$ cat src/rtl/truth_table_sweep_ctrl_if.sv
// ---------------------------------------------------------------------------
// truth_table_sweep_ctrl_if
// Bundles the harness handshake, the CUT drive/return pair and the result
// bus of truth_table_sweep_ctrl.
//   start         : sweep request (harness -> controller)
//   cut_in        : vector applied to the CUT (controller -> CUT)
//   cut_out       : raw asynchronous CUT output (CUT -> controller)
//   busy / done   : sweep status (controller -> harness)
//   result_tt     : first observed sample per vector
//   unstable_mask : vectors whose samples disagreed
//   score         : stable vectors matching the target table
// Modports: master = harness + CUT side, slave = controller side.
// ---------------------------------------------------------------------------
interface truth_table_sweep_ctrl_if #(
    parameter int unsigned IN_WIDTH = 4
);
    logic                       start;
    logic [IN_WIDTH-1:0]        cut_in;
    logic                       cut_out;
    logic                       busy;
    logic                       done;
    logic [(2**IN_WIDTH)-1:0]   result_tt;
    logic [(2**IN_WIDTH)-1:0]   unstable_mask;
    logic [IN_WIDTH:0]          score;

    modport master (
        output start, cut_out,
        input  cut_in, busy, done, result_tt, unstable_mask, score
    );

    modport slave (
        input  start, cut_out,
        output cut_in, busy, done, result_tt, unstable_mask, score
    );
endinterface

$ cat src/rtl/truth_table_sweep_ctrl.sv
// ---------------------------------------------------------------------------
// truth_table_sweep_ctrl
// Sweeps every input vector of a combinational circuit under test, waits a
// settle time, samples the synchronised CUT output NUM_SAMPLES times, and
// builds the observed truth table, an instability mask and a match score
// against TARGET.
// Ports:
//   clk   : rising-edge clock
//   reset : synchronous active-high reset
//   bus   : truth_table_sweep_ctrl_if.slave (start, cut_in, cut_out, busy,
//           done, result_tt, unstable_mask, score)
// Build option: define SWEEP_GRAY_EN to apply vectors in Gray-code order;
// results remain indexed by the actual input value.
// ---------------------------------------------------------------------------
module truth_table_sweep_ctrl #(
    parameter int unsigned              IN_WIDTH      = 4,
    parameter int unsigned              SETTLE_CYCLES = 8,
    parameter int unsigned              NUM_SAMPLES   = 4,
    parameter logic [(2**IN_WIDTH)-1:0] TARGET        = '0
) (
    input logic                     clk,
    input logic                     reset,
    truth_table_sweep_ctrl_if.slave bus
);
    localparam int unsigned NV      = 2 ** IN_WIDTH;
    localparam int unsigned SW      = IN_WIDTH + 1;
    localparam int unsigned CNT_MAX = (SETTLE_CYCLES > NUM_SAMPLES) ? SETTLE_CYCLES : NUM_SAMPLES;
    localparam int unsigned CNT_W   = $clog2(CNT_MAX);

    if (SETTLE_CYCLES < 3) begin : g_chk_settle
        $error("SETTLE_CYCLES must be at least 3");
    end
    if (NUM_SAMPLES < 2) begin : g_chk_samples
        $error("NUM_SAMPLES must be at least 2");
    end

    typedef enum logic [1:0] {S_IDLE, S_SETTLE, S_SAMPLE, S_DONE} state_t;

    state_t              r_state, w_state_nxt;
    logic [CNT_W-1:0]    r_cnt;
    logic [IN_WIDTH-1:0] r_idx;
    logic [IN_WIDTH-1:0] r_cut_in;
    logic                r_sync1, r_sync2;
    logic [NV-1:0]       r_tt, r_unst;
    logic [SW-1:0]       r_score;
    logic [NV-1:0]       w_tt_nxt, w_unst_nxt, w_match;
    logic [SW-1:0]       w_score;
    logic                w_settle_last, w_sample_last, w_final_vec;
    logic                w_busy, w_done;

    // Sweep step -> applied vector.
    function automatic logic [IN_WIDTH-1:0] vec_of(input logic [IN_WIDTH-1:0] idx);
`ifdef SWEEP_GRAY_EN
        return idx ^ (idx >> 1);
`else
        return idx;
`endif
    endfunction

    assign w_settle_last = (r_cnt == CNT_W'(SETTLE_CYCLES - 1));
    assign w_sample_last = (r_cnt == CNT_W'(NUM_SAMPLES - 1));
    assign w_final_vec   = (r_idx == '1);

    // Next values of the result registers; score is taken from these so the
    // final sample of the last vector is included when DONE is entered.
    always_comb begin
        w_tt_nxt   = r_tt;
        w_unst_nxt = r_unst;
        if (r_state == S_SAMPLE) begin
            if (r_cnt == '0)
                w_tt_nxt[r_cut_in] = r_sync2;
            else if (r_sync2 != r_tt[r_cut_in])
                w_unst_nxt[r_cut_in] = 1'b1;
        end
        w_match = ~(w_tt_nxt ^ TARGET) & ~w_unst_nxt;
        w_score = '0;
        for (int unsigned i = 0; i < NV; i++)
            w_score = w_score + SW'(w_match[i]);
    end

    always_ff @(posedge clk) begin
        if (reset)
            r_state <= S_IDLE;
        else
            r_state <= w_state_nxt;
    end

    always_comb begin
        w_state_nxt = r_state;
        w_busy      = 1'b1;
        w_done      = 1'b0;
        case (r_state)
            S_IDLE: begin
                w_busy = 1'b0;
                if (bus.start)
                    w_state_nxt = S_SETTLE;
            end
            S_SETTLE: begin
                if (w_settle_last)
                    w_state_nxt = S_SAMPLE;
            end
            S_SAMPLE: begin
                if (w_sample_last)
                    w_state_nxt = w_final_vec ? S_DONE : S_SETTLE;
            end
            S_DONE: begin
                w_done      = 1'b1;
                w_state_nxt = S_IDLE;
            end
            default: w_state_nxt = S_IDLE;
        endcase
    end

    always_ff @(posedge clk) begin
        if (reset) begin
            r_sync1  <= 1'b0;
            r_sync2  <= 1'b0;
            r_cnt    <= '0;
            r_idx    <= '0;
            r_cut_in <= '0;
            r_tt     <= '0;
            r_unst   <= '0;
            r_score  <= '0;
        end else begin
            r_sync1 <= bus.cut_out;
            r_sync2 <= r_sync1;
            case (r_state)
                S_IDLE: begin
                    r_cnt    <= '0;
                    r_cut_in <= '0;
                    if (bus.start) begin
                        r_idx    <= '0;
                        r_cut_in <= vec_of('0);
                        r_tt     <= '0;
                        r_unst   <= '0;
                        r_score  <= '0;
                    end
                end
                S_SETTLE: begin
                    r_cnt <= w_settle_last ? '0 : r_cnt + 1'b1;
                end
                S_SAMPLE: begin
                    r_tt   <= w_tt_nxt;
                    r_unst <= w_unst_nxt;
                    if (w_sample_last) begin
                        r_cnt <= '0;
                        if (w_final_vec) begin
                            r_score <= w_score;
                        end else begin
                            r_idx    <= r_idx + 1'b1;
                            r_cut_in <= vec_of(r_idx + 1'b1);
                        end
                    end else begin
                        r_cnt <= r_cnt + 1'b1;
                    end
                end
                S_DONE: begin
                    r_cut_in <= '0;
                end
                default: r_cnt <= '0;
            endcase
        end
    end

    assign bus.cut_in        = r_cut_in;
    assign bus.busy          = w_busy;
    assign bus.done          = w_done;
    assign bus.result_tt     = r_tt;
    assign bus.unstable_mask = r_unst;
    assign bus.score         = r_score;
endmodule

$ cat src/flat_wrapper.sv
// flat-port wrapper written by rule: the top's interface ports become plain ports
module truth_table_sweep_ctrl_flat 
#(
    parameter int unsigned              IN_WIDTH      = 4,
    parameter int unsigned              SETTLE_CYCLES = 8,
    parameter int unsigned              NUM_SAMPLES   = 4,
    parameter logic [(2**IN_WIDTH)-1:0] TARGET        = '0
)
  (clk, reset, bus_start, bus_cut_out, bus_cut_in, bus_busy, bus_done, bus_result_tt, bus_unstable_mask, bus_score);
  truth_table_sweep_ctrl_if #(.IN_WIDTH(IN_WIDTH)) bus_i ();
  input logic clk;
  input logic reset;
  input wire logic [$bits(bus_i.start)-1:0] bus_start;
  input wire logic [$bits(bus_i.cut_out)-1:0] bus_cut_out;
  output wire logic [$bits(bus_i.cut_in)-1:0] bus_cut_in;
  output wire logic [$bits(bus_i.busy)-1:0] bus_busy;
  output wire logic [$bits(bus_i.done)-1:0] bus_done;
  output wire logic [$bits(bus_i.result_tt)-1:0] bus_result_tt;
  output wire logic [$bits(bus_i.unstable_mask)-1:0] bus_unstable_mask;
  output wire logic [$bits(bus_i.score)-1:0] bus_score;
  assign bus_i.start = bus_start;
  assign bus_i.cut_out = bus_cut_out;
  assign bus_cut_in = bus_i.cut_in;
  assign bus_busy = bus_i.busy;
  assign bus_done = bus_i.done;
  assign bus_result_tt = bus_i.result_tt;
  assign bus_unstable_mask = bus_i.unstable_mask;
  assign bus_score = bus_i.score;
  truth_table_sweep_ctrl #(.IN_WIDTH(IN_WIDTH), .SETTLE_CYCLES(SETTLE_CYCLES), .NUM_SAMPLES(NUM_SAMPLES), .TARGET(TARGET)) u_core (.clk(clk), .reset(reset), .bus(bus_i));
endmodule
$ cat config.mk
export PLATFORM = sky130hd
export DESIGN_NAME = truth_table_sweep_ctrl_flat
export DESIGN_NICKNAME = d
export VERILOG_FILES = /design/src/rtl/truth_table_sweep_ctrl_if.sv /design/src/rtl/truth_table_sweep_ctrl.sv /design/src/flat_wrapper.sv
export SDC_FILE = /design/constraint.sdc
export NUM_CORES = 1
export LEC_CHECK = 0
export ABC_AREA = 1
export BUFFER_PORTS_ARGS = -buffer_cell sky130_fd_sc_hd__buf_2
export CAP_MARGIN = 5
export CORE_ASPECT_RATIO = 1.5
export CORE_MARGIN = 2
export CORE_UTILIZATION = 51
export DETAILED_ROUTE_END_ITERATION = 12
export PLACE_DENSITY = 0.72
export SYNTH_ARGS = -nofsm -noshare
export SYNTH_HDL_FRONTEND = slang
export SYNTH_SLANG_ARGS = --single-unit
$ cat constraint.sdc
create_clock -name clk -period 15.1 [get_ports clk]
set_input_delay 3.02 -clock clk [delete_from_list [all_inputs] [get_ports clk]]
set_output_delay 3.02 -clock clk [all_outputs]
set_load 0.005 [all_outputs]
# Yosys cells after proc, flatten, opt, wreduce, memory -nomap -nowiden
# Index checks and enable logic that the tools add are counted.
# word_totals
latch_bits	0
ram_bits	0
register_bits	52
rom_bits	0
n_memories	0
# op_classes
eq_ne	12
n_div	0
shift	0
addsub	17
order_cmp	2
n_mul	0
n_mux	32
n_bitwise	4
reduce_logical	12
# ops
op	n
$mux W16	6
$add A5 B1 Y5	14
$pmux W16 S2	2
$not A16 Y16	2
$and A16 B16 Y16	1
$bwmux W16	1
$or A16 B16 Y16	1
$pmux W4 S2	2
$mux W5	3
$mux W4	3
$pmux W5 S2	1
$pmux W3 S3	1
$mux W2	4
$pmux W2 S4	1
$reduce_and A4 Y1	2
$mux W3	2
$ne A2 B1 Y1 const B	3
$reduce_and A3 Y1	2
$lt A4 B5 Y1 const B	1
$add A4 B1 Y4 const B	1
$bmux W1 S4	1
$demux W1 S4	1
$eq A2 B2 Y1 const B	2
$eq A4 B4 Y1 const B	1
16 further kinds	21

# Logic depth before layout (Yosys ltp)
# logic_depth
depth_word	28
ltp_mapped	27
depth_no_buf	27

# Worst setup path after synthesis
# OpenSTA, ideal clock, no wires.
# synth_path
path_type	register to register
start	register u_core.r_state[0]
end	register u_core.r_score[2], in the netlist u_core.bus.score[2]
slack_ps	9844
setup_time_ps	119
path_stages_with_launch	22
arrival_time_ps	5137
path_cell_list	dfxtp_1 inv_1 ha_1 buf_2 o21ai_1 clkbuf_1 nor2_1 nand3_1 nand2_1 nor2_1 ha_1 inv_1 fa_1 fa_1 fa_1 inv_1 fa_1 fa_1 fa_1 or2_2 nand3_1 a21oi_1
# synth_via
elab_chain_cells	22
elab_cells_between_ends	30
cone_classes	15 x add/sub; 4 x eq/ne; 5 x mux; 3 x bitwise; 3 x reduce/logical
# synth_lines
element	line_no	rtl
start: declaration	truth_table_sweep_ctrl.sv:39	state_t r_state, w_state_nxt;
start signal: assignment	truth_table_sweep_ctrl.sv:85	r_state <= w_state_nxt;
$eq A2 B2 Y1	truth_table_sweep_ctrl.sv:69, truth_table_sweep_ctrl.sv:127	
$mux W16	truth_table_sweep_ctrl.sv:69	if (r_state == S_SAMPLE) begin
$not A16 Y16	truth_table_sweep_ctrl.sv:75	w_match = ~(w_tt_nxt ^ TARGET) & ~w_unst_nxt;
$and A16 B16 Y16	truth_table_sweep_ctrl.sv:75	
$add A1 B1 Y2	truth_table_sweep_ctrl.sv:78	w_score = w_score + SW'(w_match[i]);
$add A5 B1 Y5 (14 in series)	truth_table_sweep_ctrl.sv:78	
$mux W5	truth_table_sweep_ctrl.sv:147	if (w_final_vec) begin
$mux W5	truth_table_sweep_ctrl.sv:145	if (w_sample_last) begin
$pmux W5 S2	truth_table_sweep_ctrl.sv:127	case (r_state)
end signal: assignment	truth_table_sweep_ctrl.sv:148	r_score <= w_score;
end: declaration	truth_table_sweep_ctrl.sv:45	logic [SW-1:0] r_score;
# Several ways; a longest one is shown, not always the timed one. The select of a mux whose other input is x is not followed.
# A chain may end at the register's enable or synchronous reset.

# Worst setup path after layout
# layout_path
start	register u_core.r_cut_in[0], in the netlist u_core.bus.cut_in[0]
end	register u_core.r_score[2], in the netlist u_core.bus.score[2]
# layout_via
elab_chain_cells	28
elab_cells_between_ends	36
cone_classes	15 x add/sub; 2 x order compare; 1 x eq/ne; 13 x mux; 4 x bitwise; 1 x reduce/logical
# layout_lines
element	line_no	rtl
start: declaration	truth_table_sweep_ctrl.sv:42	logic [IN_WIDTH-1:0] r_cut_in;
start signal: assignment	truth_table_sweep_ctrl.sv:133	r_cut_in <= vec_of('0);
start signal: assignment	truth_table_sweep_ctrl.sv:151	r_cut_in <= vec_of(r_idx + 1'b1);
$lt A4 B5 Y1 (not written as such) or $ge A4 B1 Y1 (tied branches)	truth_table_sweep_ctrl.sv:71, truth_table_sweep_ctrl.sv:73	
$logic_and A1 B1 Y1 (not written as such)	truth_table_sweep_ctrl.sv:71, truth_table_sweep_ctrl.sv:73	
$mux W1 (not written as such)	truth_table_sweep_ctrl.sv:71, truth_table_sweep_ctrl.sv:73	
$demux W1 S4	-	
$or A16 B16 Y16 (no line)	-	
$mux W16	truth_table_sweep_ctrl.sv:72	else if (r_sync2 != r_tt[r_cut_in])
$mux W16	truth_table_sweep_ctrl.sv:70	if (r_cnt == '0)
$mux W16	truth_table_sweep_ctrl.sv:69	
$not A16 Y16	truth_table_sweep_ctrl.sv:75	
$and A16 B16 Y16 (*)	truth_table_sweep_ctrl.sv:75	
$add A1 B1 Y2	truth_table_sweep_ctrl.sv:78	
$add A5 B1 Y5 (13 in series)	truth_table_sweep_ctrl.sv:78	
$add A5 B1 Y5 (*)	truth_table_sweep_ctrl.sv:78	
$mux W5 (*)	truth_table_sweep_ctrl.sv:147	
$mux W5 (*)	truth_table_sweep_ctrl.sv:145	
$pmux W5 S2 (*)	truth_table_sweep_ctrl.sv:127	
# Mark *: on every way between the ends. The rest lies on a longest branch, timed or not. The select of a mux whose other input is x is not followed.

==> impl_metrics.ini <==
[place]
placed_cells = 623
io_buffers = 46
gp_congestion = 1.02
dp_hpwl_um = 7170

[min_path]
whs_path_depth = 2
hold_class = reg -> reg
min_to = u_core.r_sync2$_SDFF_PP0_
hold_start = u_core.r_sync1$_SDFF_PP0_

[yosys]
synth_top_area_cell = dfxtp_1
postSynth.asyncResetShare_pct = 0
synth_edf_count = 0
yosysMostFrequentCell = nand2_1
syn_avg_cell_area_um2 = 6.88
ys_top_cells_by_count = 121 x nand2_1, 76 x inv_1, 52 x dfxtp_1
syn_nets = 546
syn_inst = 516
synth-seq-area-share_pct = 29.3
ys_ff_latch = 52
yosys_warnings = 0
yosysUniqueCellTypes = 30
synth_top_area_share_pct = 29.3
syn-cell-area_mm2 = 0.00355
synthFlopType = dfxtp_1
synth_area_leaders = dfxtp_1 29%, nand2_1 13%, inv_1 8.0%

[finish]
ff_latch_area_mm2 = 0.00104
fillers = 691
fin_cells = 631
multi_input_area_mm2 = 0.00208
diodes = 0
drive_above_1_share_pct = 17.9
nNetsFinal = 582
area_growth_pct = 9.63

[clock_network]
hold_buffers = 0
clockBufferDepth = 2
cts_resized = 0
cts_tree = built
cts_setup_buffers = 0
htreeDepth = 2
root_buffer = clkbuf_8
clkLatencyLatePin_ns = 0.32
cts.sinks = 52
clk_pin_slew_worst_paths_ns = 0.10
cts_made_buffers = 5

[detailed_routing]
initialDrtViolationCount = 229
remaining_drc_errors = 0
antenna_left = 0
num_vias = 3355
avgViaCountPerCell = 5.32
routed_wl_um = 9310
first_pass_iters = 4
wl_per_cell_um = 14.8

[outcome]
status = finished, final reports clean

[power]
irDropWorstVdd_uv = 99.8
power_density_mw_per_mm2 = 116
leakage_nw = 1.80

[worst_setup_path]
critPathMaxFanout = 16
end_kind = register
cp_cell_sequence = inv_2 -> nand2_1 -> nand2_1 -> nand2_1 -> nand2_1 -> nand2_2 -> nand2_4 -> o21ai_4 -> nand3_1 -> nand2_1 -> nor2_1 -> ha_1 -> inv_1 -> fa_1 -> fa_1 -> fa_1 -> inv_1 -> fa_1 -> fa_1 -> fa_1 -> or2_2 -> nand3_1 -> a21oi_1
critical-path-top-cell-by-count = fa_1
worstPathRequired_ns = 15.32
worst_r2r_endpoint = u_core.bus.score[2]$_SDFFE_PP0P_
critPathLaunchType = register
criticalPathCategory = reg -> reg
worstPathArrival_ns = 6.13
r2r_start = u_core.bus.cut_in[0]$_SDFFE_PP0P_
crit_slowest_cell = dfxtp_1
r2r_cells = 23
r2r_setup_slack_ns = 9.18
max_stage_delay_ns = 0.61

[sta]
slew-limit-headroom_pct = 21.2
finalMaxSlewViolations = 0
max_freq_ghz = 0.169
finalSetupViolCount = 0
fin_crit_sh_pct = 39.2
clock_skew_ns = 0.00700
max_slew.worst_pin.slew_ns = 1.18
finalHoldViolations = 0
fin_crit_ns = 5.92
tns_ns = 0
grt_setup_unrepaired = false

[global_routing]
grt.overflow.total = 0
grt_use_total_pct = 25.9
grt_pass1_wl_um = 15300
grt_max_degree = 33
antenna_found_initial = 0
grt_pass1_vias = 3145

[floorplanning]
io_pins = 47
initial_core_util_pct = 52.1
core-area_mm2 = 0.00681
dieArea_mm2 = 0.00765
die_h_um = 106
die_w_um = 72.1
num_rows = 37

[run]
max_cap_viol_count = 0
==> routing by layer <==
layer	up-vias	track usage (%)	routed length, um
li1	1706	-	-
met1	1533	30.4	3600
met2	84	43.6	4850
met3	32	5.02	444
met4	0	14.0	419
met5	-	0	0
==> registers in the layout (all words and copies together) (netlist names) <==
signal / flops
u_core.bus.unstable_mask: 16
u_core.r_sync1: 1
u_core.r_cnt: 3
u_core.bus.score: 5
u_core.r_state: 2
u_core.r_sync2: 1
u_core.r_idx: 4
u_core.bus.cut_in: 4
u_core.bus.result_tt: 16
==> stage by stage <==
step           cell area (um^2)  hold slack (ns)  setup WS, ns  power (mW)  utilization, %
2_1_floorplan              3550            0.388          9.84       0.297               -
5_1_grt                    3890            0.430          8.79       0.482            57.2
3_3_place_gp               3760            0.392          9.32       0.344            55.3
4_1_cts                    3890            0.410          9.16       0.453            57.2
3_5_place_dp               3760            0.394          9.17       0.346            55.3
6_report                   3890            0.410          9.18       0.449            57.2
==> report_power, final <==
part	total (mW)	internal [mW]	leakage, nW	switching, mW
combinational	0.183	0.0489	1.31	0.134
sequential	0.160	0.147	0.421	0.0129
clock	0.107	0.0585	0.0645	0.0481
total	0.449	0.254	1.80	0.195
==> worst max-delay path, delay by kind of cell, from the launching register on <==
| family | cells | cell delay [ns] |
|---|---|---|
| adder cells (fa/ha/maj) | 7 | 3.26 |
| AND/OR/NAND/NOR | 11 | 1.08 |
| buffers and inverters | 3 | 0.29 |
| flip-flops | 1 | 0.61 |
| AO/OA/AOI/OAI | 2 | 0.59 |
==> kinds of logic after synthesis <==
logic type	synth area share (%)
flops	29.3
fa+ha+maj	11.3
buf+inv	12.0
xor+xnor	0.741
simple gates	30.5
compound gates	16.1
==> area by class of cell <==
cell class,count,area share [%]
Timing Repair Buffer,47,6.11
Inverter,81,7.82
Tap cell,78,2.51
Multi-Input combinational cell,365,53.6
Clock inverter,1,0.772
Clock buffer,7,2.48
Sequential cell,52,26.8
==> worst max-delay path by stage <==
stage	from	endpoint	slack [ns]	cells after the start
after global routing	u_core.bus.cut_in[0]$_SDFFE_PP0P_	u_core.bus.score[2]$_SDFFE_PP0P_	8.79	23
after floorplan	u_core.r_state[0]$_SDFFE_PP0P_	u_core.bus.score[2]$_SDFFE_PP0P_	9.84	21
after CTS	u_core.bus.cut_in[0]$_SDFFE_PP0P_	u_core.bus.score[2]$_SDFFE_PP0P_	9.16	23
after global placement	u_core.bus.cut_in[0]$_SDFFE_PP0P_	u_core.bus.score[2]$_SDFFE_PP0P_	9.32	23
final	u_core.bus.cut_in[0]$_SDFFE_PP0P_	u_core.bus.score[2]$_SDFFE_PP0P_	9.18	23
after detailed placement	u_core.bus.cut_in[0]$_SDFFE_PP0P_	u_core.bus.score[2]$_SDFFE_PP0P_	9.17	23
==> layout by cell type (no fill, tap or decap), types with 7 or more instances in the layout <==
cell type,synthesis,routed
nand3_1,24,24
dfxtp_1,52,52
nor2_2,9,10
nand3_2,7,7
ha_1,16,16
a21oi_2,10,10
inv_1,76,76
clkbuf_8,0,7
nand2_1,121,121
o21ai_0,40,40
buf_2,3,46
a21oi_1,39,39
nor2_1,39,38
nor3_1,27,27
fa_1,10,10
Note: power is estimated with default switching activity, not from simulation.
